## config.mk

```make
export PLATFORM = sky130hd
export DESIGN_NAME = lcd_text_frame_writer
export DESIGN_NICKNAME = d
export VERILOG_FILES = /design/src/rtl/lcd_text_frame_writer.sv
export SDC_FILE = /design/constraint.sdc
export NUM_CORES = 1
export LEC_CHECK = 0
export CAP_MARGIN = 20
export CORE_ASPECT_RATIO = 0.5
export CORE_MARGIN = 2
export CORE_UTILIZATION = 35
export DETAILED_ROUTE_END_ITERATION = 6
export GPL_TIMING_DRIVEN = 0
export PLACE_DENSITY = 0.61
export SETUP_SLACK_MARGIN = 0.2
export SKIP_CTS_REPAIR_TIMING = 1
export SKIP_LAST_GASP = 1
export SLEW_MARGIN = 25
export SYNTH_ARGS = -nofsm -noshare
export SYNTH_HDL_FRONTEND = slang
export SYNTH_SLANG_ARGS = --single-unit
```

## constraint.sdc

```tcl
create_clock -name CLK -period 32.8 [get_ports CLK]
set_input_delay 3.28 -clock CLK [delete_from_list [all_inputs] [get_ports CLK]]
set_output_delay 3.28 -clock CLK [all_outputs]
set_load 0.02 [all_outputs]
```

## src/rtl/lcd_text_frame_writer.sv

```systemverilog
// HD44780 text-frame writer: latches a frame of characters on start, optionally
// clears the display, then writes each selected row (set-address byte followed
// by the row's characters) over the 4-bit bus with its own E-strobe timing.
// The panel is assumed to already be initialised in 4-bit mode.
module lcd_text_frame_writer #(
  parameter int CLK_FREQ    = 50_000_000,
  parameter int LINE_COUNT  = 2,
  parameter int LINE_LENGTH = 16
) (
  input  logic                                  CLK,
  input  logic                                  RESET,
  input  logic                                  start,
  input  logic                                  clear_first,
  input  logic [LINE_COUNT-1:0]                 line_mask,
  input  logic [8*LINE_COUNT*LINE_LENGTH-1:0]   text,
  output logic                                  busy,
  output logic                                  done,
  output logic [3:0]                            LCD_D,
  output logic                                  LCD_E,
  output logic                                  LCD_RS,
  output logic                                  LCD_RW
);

  localparam int T_E    = CLK_FREQ / 1_000_000;
  localparam int T_CMD  = 53 * T_E;
  localparam int T_CLR  = CLK_FREQ / 500;
  localparam int CNT_W  = $clog2(T_CLR + 1);
  localparam int ROW_W  = $clog2(LINE_COUNT + 1);
  localparam int COL_W  = (LINE_LENGTH > 1) ? $clog2(LINE_LENGTH) : 1;
  localparam int TEXT_W = 8 * LINE_COUNT * LINE_LENGTH;

  typedef enum logic [2:0] {
    S_IDLE, S_LOAD, S_SETUP, S_E_HIGH, S_E_LOW, S_SETTLE, S_DONE
  } state_t;

  state_t                 state_q;
  logic [CNT_W-1:0]       cnt_q;
  logic [ROW_W-1:0]       row_q;
  logic [COL_W-1:0]       col_q;
  logic                   addr_sent_q;
  logic                   clr_pend_q;
  logic                   long_settle_q;
  logic                   nib_lo_q;
  logic [3:0]             lo_nib_q;
  logic [LINE_COUNT-1:0]  mask_q;
  logic [TEXT_W-1:0]      text_q;
  logic                   busy_q;
  logic                   done_q;
  logic [3:0]             lcd_d_q;
  logic                   lcd_e_q;
  logic                   lcd_rs_q;

  logic                   scan_hit;
  logic [ROW_W-1:0]       scan_row;
  logic [7:0]             char_byte;
  logic [7:0]             load_byte;
  logic                   load_rs;

  // DDRAM base address of each display row
  function automatic logic [7:0] row_base(input logic [ROW_W-1:0] r);
    case (int'(r))
      0:       row_base = 8'h00;
      1:       row_base = 8'h40;
      2:       row_base = 8'h14;
      default: row_base = 8'h54;
    endcase
  endfunction

  // Find the lowest selected row at or after the current row, and pick the byte LOAD would send
  always_comb begin
    scan_hit  = 1'b0;
    scan_row  = '0;
    char_byte = 8'h00;
    for (int r = LINE_COUNT - 1; r >= 0; r--) begin
      if (ROW_W'(r) >= row_q && mask_q[r]) begin
        scan_hit = 1'b1;
        scan_row = ROW_W'(r);
      end
    end
    for (int r = 0; r < LINE_COUNT; r++) begin
      for (int c = 0; c < LINE_LENGTH; c++) begin
        if (scan_row == ROW_W'(r) && col_q == COL_W'(c)) begin
          char_byte = text_q[8*(r*LINE_LENGTH+c) +: 8];
        end
      end
    end
    if (clr_pend_q) begin
      load_byte = 8'h01;
      load_rs   = 1'b0;
    end else if (!addr_sent_q) begin
      load_byte = 8'h80 | row_base(scan_row);
      load_rs   = 1'b0;
    end else begin
      load_byte = char_byte;
      load_rs   = 1'b1;
    end
  end

  // Frame text is a data payload: captured on accept, no reset needed
  always_ff @(posedge CLK) begin
    if (state_q == S_IDLE && start) begin
      text_q <= text;
    end
  end

  // Frame sequencer: byte selection, nibble strobing, settle delays and handshake outputs
  always_ff @(posedge CLK or posedge RESET) begin
    if (RESET) begin
      state_q       <= S_IDLE;
      cnt_q         <= '0;
      row_q         <= '0;
      col_q         <= '0;
      addr_sent_q   <= 1'b0;
      clr_pend_q    <= 1'b0;
      long_settle_q <= 1'b0;
      nib_lo_q      <= 1'b0;
      lo_nib_q      <= 4'h0;
      mask_q        <= '0;
      busy_q        <= 1'b0;
      done_q        <= 1'b0;
      lcd_d_q       <= 4'h0;
      lcd_e_q       <= 1'b0;
      lcd_rs_q      <= 1'b0;
    end else begin
      case (state_q)
        S_IDLE: begin
          done_q <= 1'b0;
          if (start) begin
            mask_q      <= line_mask;
            clr_pend_q  <= clear_first;
            row_q       <= '0;
            col_q       <= '0;
            addr_sent_q <= 1'b0;
            busy_q      <= 1'b1;
            state_q     <= S_LOAD;
          end
        end
        S_LOAD: begin
          if (clr_pend_q || scan_hit) begin
            lcd_d_q       <= load_byte[7:4];
            lo_nib_q      <= load_byte[3:0];
            lcd_rs_q      <= load_rs;
            long_settle_q <= clr_pend_q;
            nib_lo_q      <= 1'b0;
            state_q       <= S_SETUP;
            if (clr_pend_q) begin
              clr_pend_q <= 1'b0;
            end else if (!addr_sent_q) begin
              addr_sent_q <= 1'b1;
              row_q       <= scan_row;
            end else if (col_q == COL_W'(LINE_LENGTH - 1)) begin
              col_q       <= '0;
              addr_sent_q <= 1'b0;
              row_q       <= scan_row + 1'b1;
            end else begin
              col_q <= col_q + 1'b1;
            end
          end else begin
            done_q  <= 1'b1;
            state_q <= S_DONE;
          end
        end
        S_SETUP: begin
          lcd_e_q <= 1'b1;
          cnt_q   <= CNT_W'(T_E - 1);
          state_q <= S_E_HIGH;
        end
        S_E_HIGH: begin
          if (cnt_q == '0) begin
            lcd_e_q <= 1'b0;
            cnt_q   <= CNT_W'(T_E - 1);
            state_q <= S_E_LOW;
          end else begin
            cnt_q <= cnt_q - 1'b1;
          end
        end
        S_E_LOW: begin
          if (cnt_q == '0) begin
            if (!nib_lo_q) begin
              nib_lo_q <= 1'b1;
              lcd_d_q  <= lo_nib_q;
              state_q  <= S_SETUP;
            end else begin
              nib_lo_q <= 1'b0;
              cnt_q    <= long_settle_q ? CNT_W'(T_CLR - 1) : CNT_W'(T_CMD - 1);
              state_q  <= S_SETTLE;
            end
          end else begin
            cnt_q <= cnt_q - 1'b1;
          end
        end
        S_SETTLE: begin
          if (cnt_q == '0) begin
            state_q <= S_LOAD;
          end else begin
            cnt_q <= cnt_q - 1'b1;
          end
        end
        S_DONE: begin
          done_q      <= 1'b0;
          busy_q      <= 1'b0;
          row_q       <= '0;
          col_q       <= '0;
          addr_sent_q <= 1'b0;
          state_q     <= S_IDLE;
        end
        default: state_q <= S_IDLE;
      endcase
    end
  end

  assign busy   = busy_q;
  assign done   = done_q;
  assign LCD_D  = lcd_d_q;
  assign LCD_E  = lcd_e_q;
  assign LCD_RS = lcd_rs_q;
  assign LCD_RW = 1'b0;

endmodule

```

## Yosys cells after proc, flatten, opt, wreduce, memory -nomap -nowiden

Index checks and enable logic that the tools add are counted.

- Add/sub/neg operators: 3
- Order comparisons: 2
- Equality and inequality tests: 35
- Mux-type cells: 88
- Reduce and logical (&&, ||, !) cells: 61

Operators by type and width:

| kind | count |
|---|---|
| 8-bit 2-to-1 mux | 34 |
| 17-bit 2-to-1 mux | 5 |
| 17-bit one-hot mux with 4 select lines | 1 |
| 1-bit logical AND | 35 |
| 4-bit == test (second input constant) | 8 |
| 4-bit 2-to-1 mux | 8 |
| 7-bit one-hot mux with 3 select lines | 1 |
| 2-bit != test (second input constant) | 10 |
| 3-bit 2-to-1 mux | 6 |
| 3-bit one-hot mux with 6 select lines | 1 |
| 17-bit zero test | 1 |
| 1-bit 2-to-1 mux | 17 |
| 17-bit by 1-bit subtractor with 17-bit output (second input constant) | 1 |
| 4-bit by 3-bit == test with 1-bit output (second input constant) | 4 |
| 2-bit 2-to-1 mux | 6 |
| 4-bit one-hot mux with 3 select lines | 1 |
| 4-bit AND reduction | 3 |
| 1-bit one-hot mux with 2 select lines | 5 |
| 2-bit AND reduction | 5 |
| 5-bit AND reduction | 2 |
| 2-bit nonzero test | 5 |
| 3-bit == test (second input constant) | 3 |
| 3-bit AND reduction | 3 |
| 4-bit by 2-bit == test with 1-bit output (second input constant) | 2 |
| other kinds (19) | 22 |

- Bits in registers: 300
- Bits of input ports: 262
- Output and inout bits: 9

## Depth between registers and ports, before layout

Gate-level depths: netlist of run 1.

- Word-level depth: 42
- Depth in mapped cells: 12
- Mapped depth without buffers: 9

## Worst setup path after synthesis of run 1

No wires, ideal clock.

- Path type: input -> register
- From: input port start
- To: register mask_q[0]
- Library setup time: 0.156 ns
- Arrival time: 22.877 ns
- Required time: 32.644 ns
- Setup slack: 9.768 ns
- Stages on the path: 3
- Cells stage by stage: nand2b_1 nor3_1 mux2_2

- Cells in the longest elaborated chain, start to end: 1

Ends and longest elaborated chain:

| element | line | RTL |
|---|---|---|
| start: declaration | 12 | `input logic start,` |
| 2-bit AND reduction (no source line) | - |  |
| end signal: assignment | 129 | `mask_q <= line_mask;` |
| end: declaration | 45 | `logic [LINE_COUNT-1:0] mask_q;` |

No other way between the ends.
A chain may end at the register's enable or synchronous reset.

## Worst setup path in the final report of run 1

- From: input port start
- To: register text_q[66] (enable)

- Cells in the longest elaborated chain, start to end: 1

Ends and longest elaborated chain:

| element | line | RTL |
|---|---|---|
| 1-bit logical AND | 101 | `if (state_q == S_IDLE && start) begin` |
| end signal: assignment | 102 | `text_q <= text;` |
| end: declaration | 46 | `logic [TEXT_W-1:0] text_q;` |

No other way between the ends.

==> flow_summary.ini, run 1 <==
[outcome]
outcome = finished, violations left
violations = design-rule violations

[worst_setup_path]
crit_family = buffers and inverters
worstPathMaxFanout = 10
cp_common_cell = buf_4
ff2ff_path_depth = 10
required_ps = 33090
arrival_ps = 6120
worstSetupStartpointType = primary input
reg2reg_setup_slack_ps = 28760
slowest_stage = clkdlybuf4s50_1
crit_type = primary input to flip-flop
worst_path_largest_cell_delay_ps = 530
path_cells = clkdlybuf4s50_1 > nand2b_1 > nor3_2 > buf_4 > buf_6 > buf_4 > buf_6 > buf_4 > buf_4 > buf_4 > buf_4
crit_buf_inv = 9
cp-end-kind = flip-flop
reg2reg_from = col_q[0]$_DFFE_PP0P_
reg2reg_to = LCD_D[2]$_DFFE_PP0P_

[logic_synthesis]
synthTopCellsByCount = 256 x edfxtp_1, 83 x nand2_1, 80 x nor2_1
yosysWarnings = 0
synth_cell_types = 80
synth.net_count = 1366
synth_top_area_share_pct = 57.2
synth_flop_cell = edfxtp_1
async_flop_share_pct = 14.7
yosys-top-cells-area = edfxtp_1 57%, dfrtp_1 8.2%, o21ai_0 2.8%, a21oi_1 2.8%, nand2_1 2.3%
yosysSeqAreaShare_pct = 65.4
synth_top_cell_by_area = edfxtp_1
ys_seq_elements = 300
syn_inst = 1099
synth.most_common_cell = edfxtp_1
synth_edf_count = 256
avgSynthCellArea_um2 = 12.2
syn_area_um2 = 13400

[clock_network]
clock_path_buffers = 3
tritoncts = yes
cts_root_buffer = clkbuf_16
cts_max_level = 1
clk_latency_ps = 590
cts_buffers = 29
clk_pin_slew_ps = 70
cts_sinks = 300

[routing]
routed-via-count = 11300
drt_iter0_drc = 1327
drt_wl_total_um = 48700
avgRoutedWirePerCell_um = 24.7
ant_nets = 0
vias_per_cell = 5.74
drt_pass1_iterations = 7
drc = 11

[placement]
dp.cells = 1918
gp_congestion = 0.939
dp_hpwl_um = 36400
portBuffers = 269

[min_path]
hold_path_class = flip-flop to flip-flop
min_to = LCD_E$_DFFE_PP0P_
hp-start = LCD_E$_DFFE_PP0P_
hold_path_depth = 2

[cells_and_area]
syn_to_final_growth_pct = 33.8
layoutNonFillerInstCount = 1972
drive_gt1_share_pct = 9.44
final_util_pct = 47.8
nNetsFinal = 1696
antenna_cells = 0

[floorplan]
core_area_um2 = 37600
rows = 50
die_x_um = 281
start_util_pct = 35.7
dieArea_um2 = 40100
ioPinCount = 271
dieHeight_um = 143

[timing]
rsz0062_at_grt = no
min_period_ps = 5830
whs_ps = 494
tightest_slew_ps = 986
fmax_ghz = 0.171
tns_ps = 0
setup_violations = 0
finalCritPeriodShare_pct = 17.8
drv_slew = 0
finalHoldViolations = 0
fin_skew_ps = 21.1
maxSlewHeadroom_pct = 34.3

[grt]
grt_max_degree = 27
grt_pass1_vias = 11100
grt_overflow = 0
grt_usage_pct = 23.7
grt_pass1_wl_um = 70100
grt_antenna_before_repair = 0

[job]
maxCapViolCount = 0

[power]
p_per_area_nw_per_um2 = 44.1
peakVddDrop_uv = 30.8
p_leak_nw = 6.33
==> where the power goes <==
group	switching, mW	leakage (nW)	total (mW)	internal (mW)
logic	0.0138	3.01	0.0434	0.0295
clock network	0.153	0.461	0.335	0.182
registers	0.000174	2.86	0.414	0.414
total	0.167	6.33	0.793	0.625
==> metal layers <==
layer  track usage [%]  wire (um)  part of all wire [%]
met3              6.22       5140                    11
met1              30.1      18300                    38
met4              7.60       1520                   3.1
met2              39.8      23700                    49
met5                 0          0                     0
==> worst min-delay path: stages (launching register included) <==
cell	delay, ps
dfrtp_1	340
nand2_1	50
o21ai_0	60
==> flip-flops by register name, summed over array words and instances (netlist names), 2 cells and up <==
| name | cells |
|---|---|
| text_q | 256 |
| cnt_q | 17 |
| LCD_D | 4 |
| col_q | 4 |
| lo_nib_q | 4 |
| state_q | 3 |
| mask_q | 2 |
| row_q | 2 |
==> layout by cell type, fill, tap and decap left out, drive strengths merged, types with 10 or more instances in the layout <==
cell type,instances
a31oi,22
nor2b,14
clkdlybuf4s50,269
edfxtp,256
clkinv,15
o211ai,17
nor2,81
a221oi,22
buf,74
nand3,32
a211oi,17
clkbuf,60
nor4,10
a21oi,74
dfrtp,44
nor3,26
inv,25
or3,20
nand2b,15
o31ai,13
o22ai,23
nand2,84
o21ai,82
==> per-stage QoR <==
step / area [um^2] / power [mW] / setup slack (ps)
after floorplan: 13400 / 0.427 / 9770
after global placement: 16800 / 0.465 / 2250
after detailed placement: 17000 / 0.465 / 26400
after CTS: 18000 / 0.794 / 26990
after global routing: 18000 / 0.810 / 26790
final: 18000 / 0.793 / 26970
==> cells by family (layout without fill, tap and decap cells) <==
group / after synthesis / after routing / share of synthesized area, %
AOI/OAI and AO/OA: 365 / 365 / 18.1
and+or+nand+nor: 324 / 324 / 12.2
DFF: 300 / 300 / 65.4
buffers and inverters: 93 / 446 / 3.06
xor gates and xnor gates: 6 / 6 / 0.391
adders and majority gates: 5 / 5 / 0.466
muxes: 5 / 5 / 0.400
other: 1 / 1 / 0.0279
==> worst max-delay path by stage <==
stage,start,slack [ps],cells past startpoint,endpoint
after global routing,start,26790,11,text_q[66]$_DFFE_PP_
final,start,26970,11,text_q[66]$_DFFE_PP_
after CTS,start,26990,11,text_q[165]$_DFFE_PP_
after detailed placement,start,26400,11,text_q[165]$_DFFE_PP_
after global placement,start,2250,4,mask_q[0]$_DFFE_PP0P_
after floorplan,start,9770,3,mask_q[0]$_DFFE_PP0P_
==> cell type report <==
class                           count  area [um^2]
Clock inverter                     20          175
Tap cell                          520          651
Clock buffer                       34          754
Timing Repair Buffer              299         2940
Fill cell                        3344        19600
Inverter                           23         86.3
Buffer                             70          325
Sequential cell                   300         8790
Multi-Input combinational cell    706         4250
(Power assumes the default switching activity.)
==> run 2, diff against run 1 <==
PLACE_DENSITY = 0.63   (was 0.61)
clock period = 5.1 ns   (was 32.8 ns; I/O delays follow)
==> run 2 against run 1 <==
Against the previous run:
- the run now ends clean
- non-clock buffer count shrank 10
- final area fell by 0.26%
- sequential share of layout area rose by 0.13 points
- clock skew increased by 1.5 ps
- final cell count decreased by 0.71%
- utilization down 0.12 points
- clock power grew to 5.9 times the previous value
==> flow_summary.ini, run 2 (synthesized netlist as in run 1, its figures left out) <==
[routing]
vias_per_cell = 5.74
drt_pass1_iterations = 6
ant_nets = 0
routed-via-count = 11200
drc = 0
drt_wl_total_um = 48200
drt_iter0_drc = 1735
avgRoutedWirePerCell_um = 24.6

[worst_setup_path]
arrival_ps = 4380
reg2reg_from = col_q[0]$_DFFE_PP0P_
worstPathMaxFanout = 10
slowest_stage = clkbuf_1
crit_type = flip-flop to flip-flop
cp_common_cell = clkbuf_1
path_cells = inv_1 > ha_1 > clkbuf_1 > inv_1 > clkbuf_1 > clkbuf_1 > o21ai_0 > a211oi_1 > o211ai_1 > a31oi_1
cp-end-kind = flip-flop
crit_family = buffers and inverters
crit_buf_inv = 5
ff2ff_path_depth = 10
reg2reg_setup_slack_ps = 1210
worst_path_largest_cell_delay_ps = 760
worstSetupStartpointType = flip-flop
required_ps = 5590
reg2reg_to = LCD_D[2]$_DFFE_PP0P_

[cells_and_area]
top_regs = text_q: 256 flops, cnt_q: 17 flops
drive_gt1_share_pct = 8.34
top_register = text_q
nNetsFinal = 1684
largest_register_ff_count = 256
antenna_cells = 0
layout_common_cells = 269 x clkdlybuf4s50_1, 256 x edfxtp_1, 83 x nand2_1, 80 x nor2_1, 76 x o21ai_0
finish.instance_area_um2 = 17900
syn_to_final_growth_pct = 33.4
final_common_cell = clkdlybuf4s50_1
final_util_pct = 47.7

[timing]
rsz0062_at_grt = no
min_period_ps = 3890
whs_ps = 286
tightest_slew_ps = 1160
finalHoldViolations = 0
maxSlewHeadroom_pct = 22.0
drv_slew = 0
fmax_ghz = 0.257
fin_skew_ps = 22.6
finalCritPeriodShare_pct = 76.4
setup_violations = 0

[clock_network]
clock_path_buffers = 3
clk_pin_slew_ps = 70
tritoncts = yes
clk_latency_ps = 580
cts_buffers = 27
cts_sinks = 300
cts_root_buffer = clkbuf_16
cts_max_level = 1

[floorplan]
start_util_pct = 35.7
dieHeight_um = 143
core_area_um2 = 37600
ioPinCount = 271
rows = 50
dieArea_um2 = 40100
die_x_um = 281

[grt]
grt_usage_pct = 23.6
grt_antenna_before_repair = 0
grt_pass1_vias = 11100
grt_pass1_wl_um = 69700
grt_max_degree = 25
grt_overflow = 0

[placement]
portBuffers = 269
dp_hpwl_um = 36100
gp_congestion = 0.949
placed_area_um2 = 17100

[job]
maxCapViolCount = 0

[outcome]
outcome = completed

[power]
peakVddDrop_uv = 162
p_per_area_nw_per_um2 = 274
p_leak_nw = 6.26

[min_path]
hold_path_class = primary input to async pin
run 2: report_power, final:
part           switching [mW]  internal (mW)  leakage (nW)
Combinational          0.0897          0.190          3.01
Sequential            0.00100           2.66          2.86
Clock                   0.925           1.05         0.396
Total                    1.02           3.90          6.26
run 2: final cells by class:
class / count / area [um^2]
plain buffers: 70 / 352
clock buffers: 40 / 734
multi-input cells: 706 / 4260
inverters: 23 / 86.3
repair buffers: 289 / 2980
well taps: 520 / 651
clock inverters: 10 / 78.8
fillers: 3325 / 19700
flip-flops and latches: 300 / 8790
run 2: worst max-delay path by stage:
stage	depth (start not counted)	slack [ps]	startpoint	to
after global routing	11	1060	col_q[0]$_DFFE_PP0P_	lo_nib_q[0]$_DFFE_PP0P_
final	10	1210	col_q[0]$_DFFE_PP0P_	LCD_D[2]$_DFFE_PP0P_
after detailed placement	10	1370	col_q[0]$_DFFE_PP0P_	LCD_D[2]$_DFFE_PP0P_
after CTS	12	1370	col_q[1]$_DFFE_PP0P_	lo_nib_q[0]$_DFFE_PP0P_
after global placement	4	-5230	start	mask_q[0]$_DFFE_PP0P_
after floorplan	4	-2470	state_q[2]$_DFFE_PP0P_	mask_q[0]$_DFFE_PP0P_
run 2: worst register-to-register path, delay by kind of cell, from the launching register on:
family / cells / cell delay [ps]
buffers and inverters: 5 / 1680
AOI/OAI and AO/OA: 4 / 1510
DFF: 1 / 440
adders and majority gates: 1 / 190
run 2: layer usage:
metal / vias to the layer above / track usage [%] / wire, um
met2: 670 / 39.7 / 23500
met1: 5549 / 30.8 / 18600
met3: 94 / 4.81 / 4610
met4: 2 / 7.04 / 1420
li1: 4925 / - / -
met5: - / 1.34 / 71
run 2: per-stage QoR:
| step | setup slack (ps) | std cells | setup TNS, ps | power [mW] |
|---|---|---|---|---|
| final | 1210 | 1958 | 0 | 4.92 |
| after global routing | 1060 | 1958 | 0 | 5.04 |
| after CTS | 1370 | 1958 | 0 | 4.93 |
| after detailed placement | 1370 | 1908 | 0 | 2.99 |
| after global placement | -5230 | 1888 | -1228560 | 2.99 |
| after floorplan | -2470 | 1099 | -551960 | 2.75 |
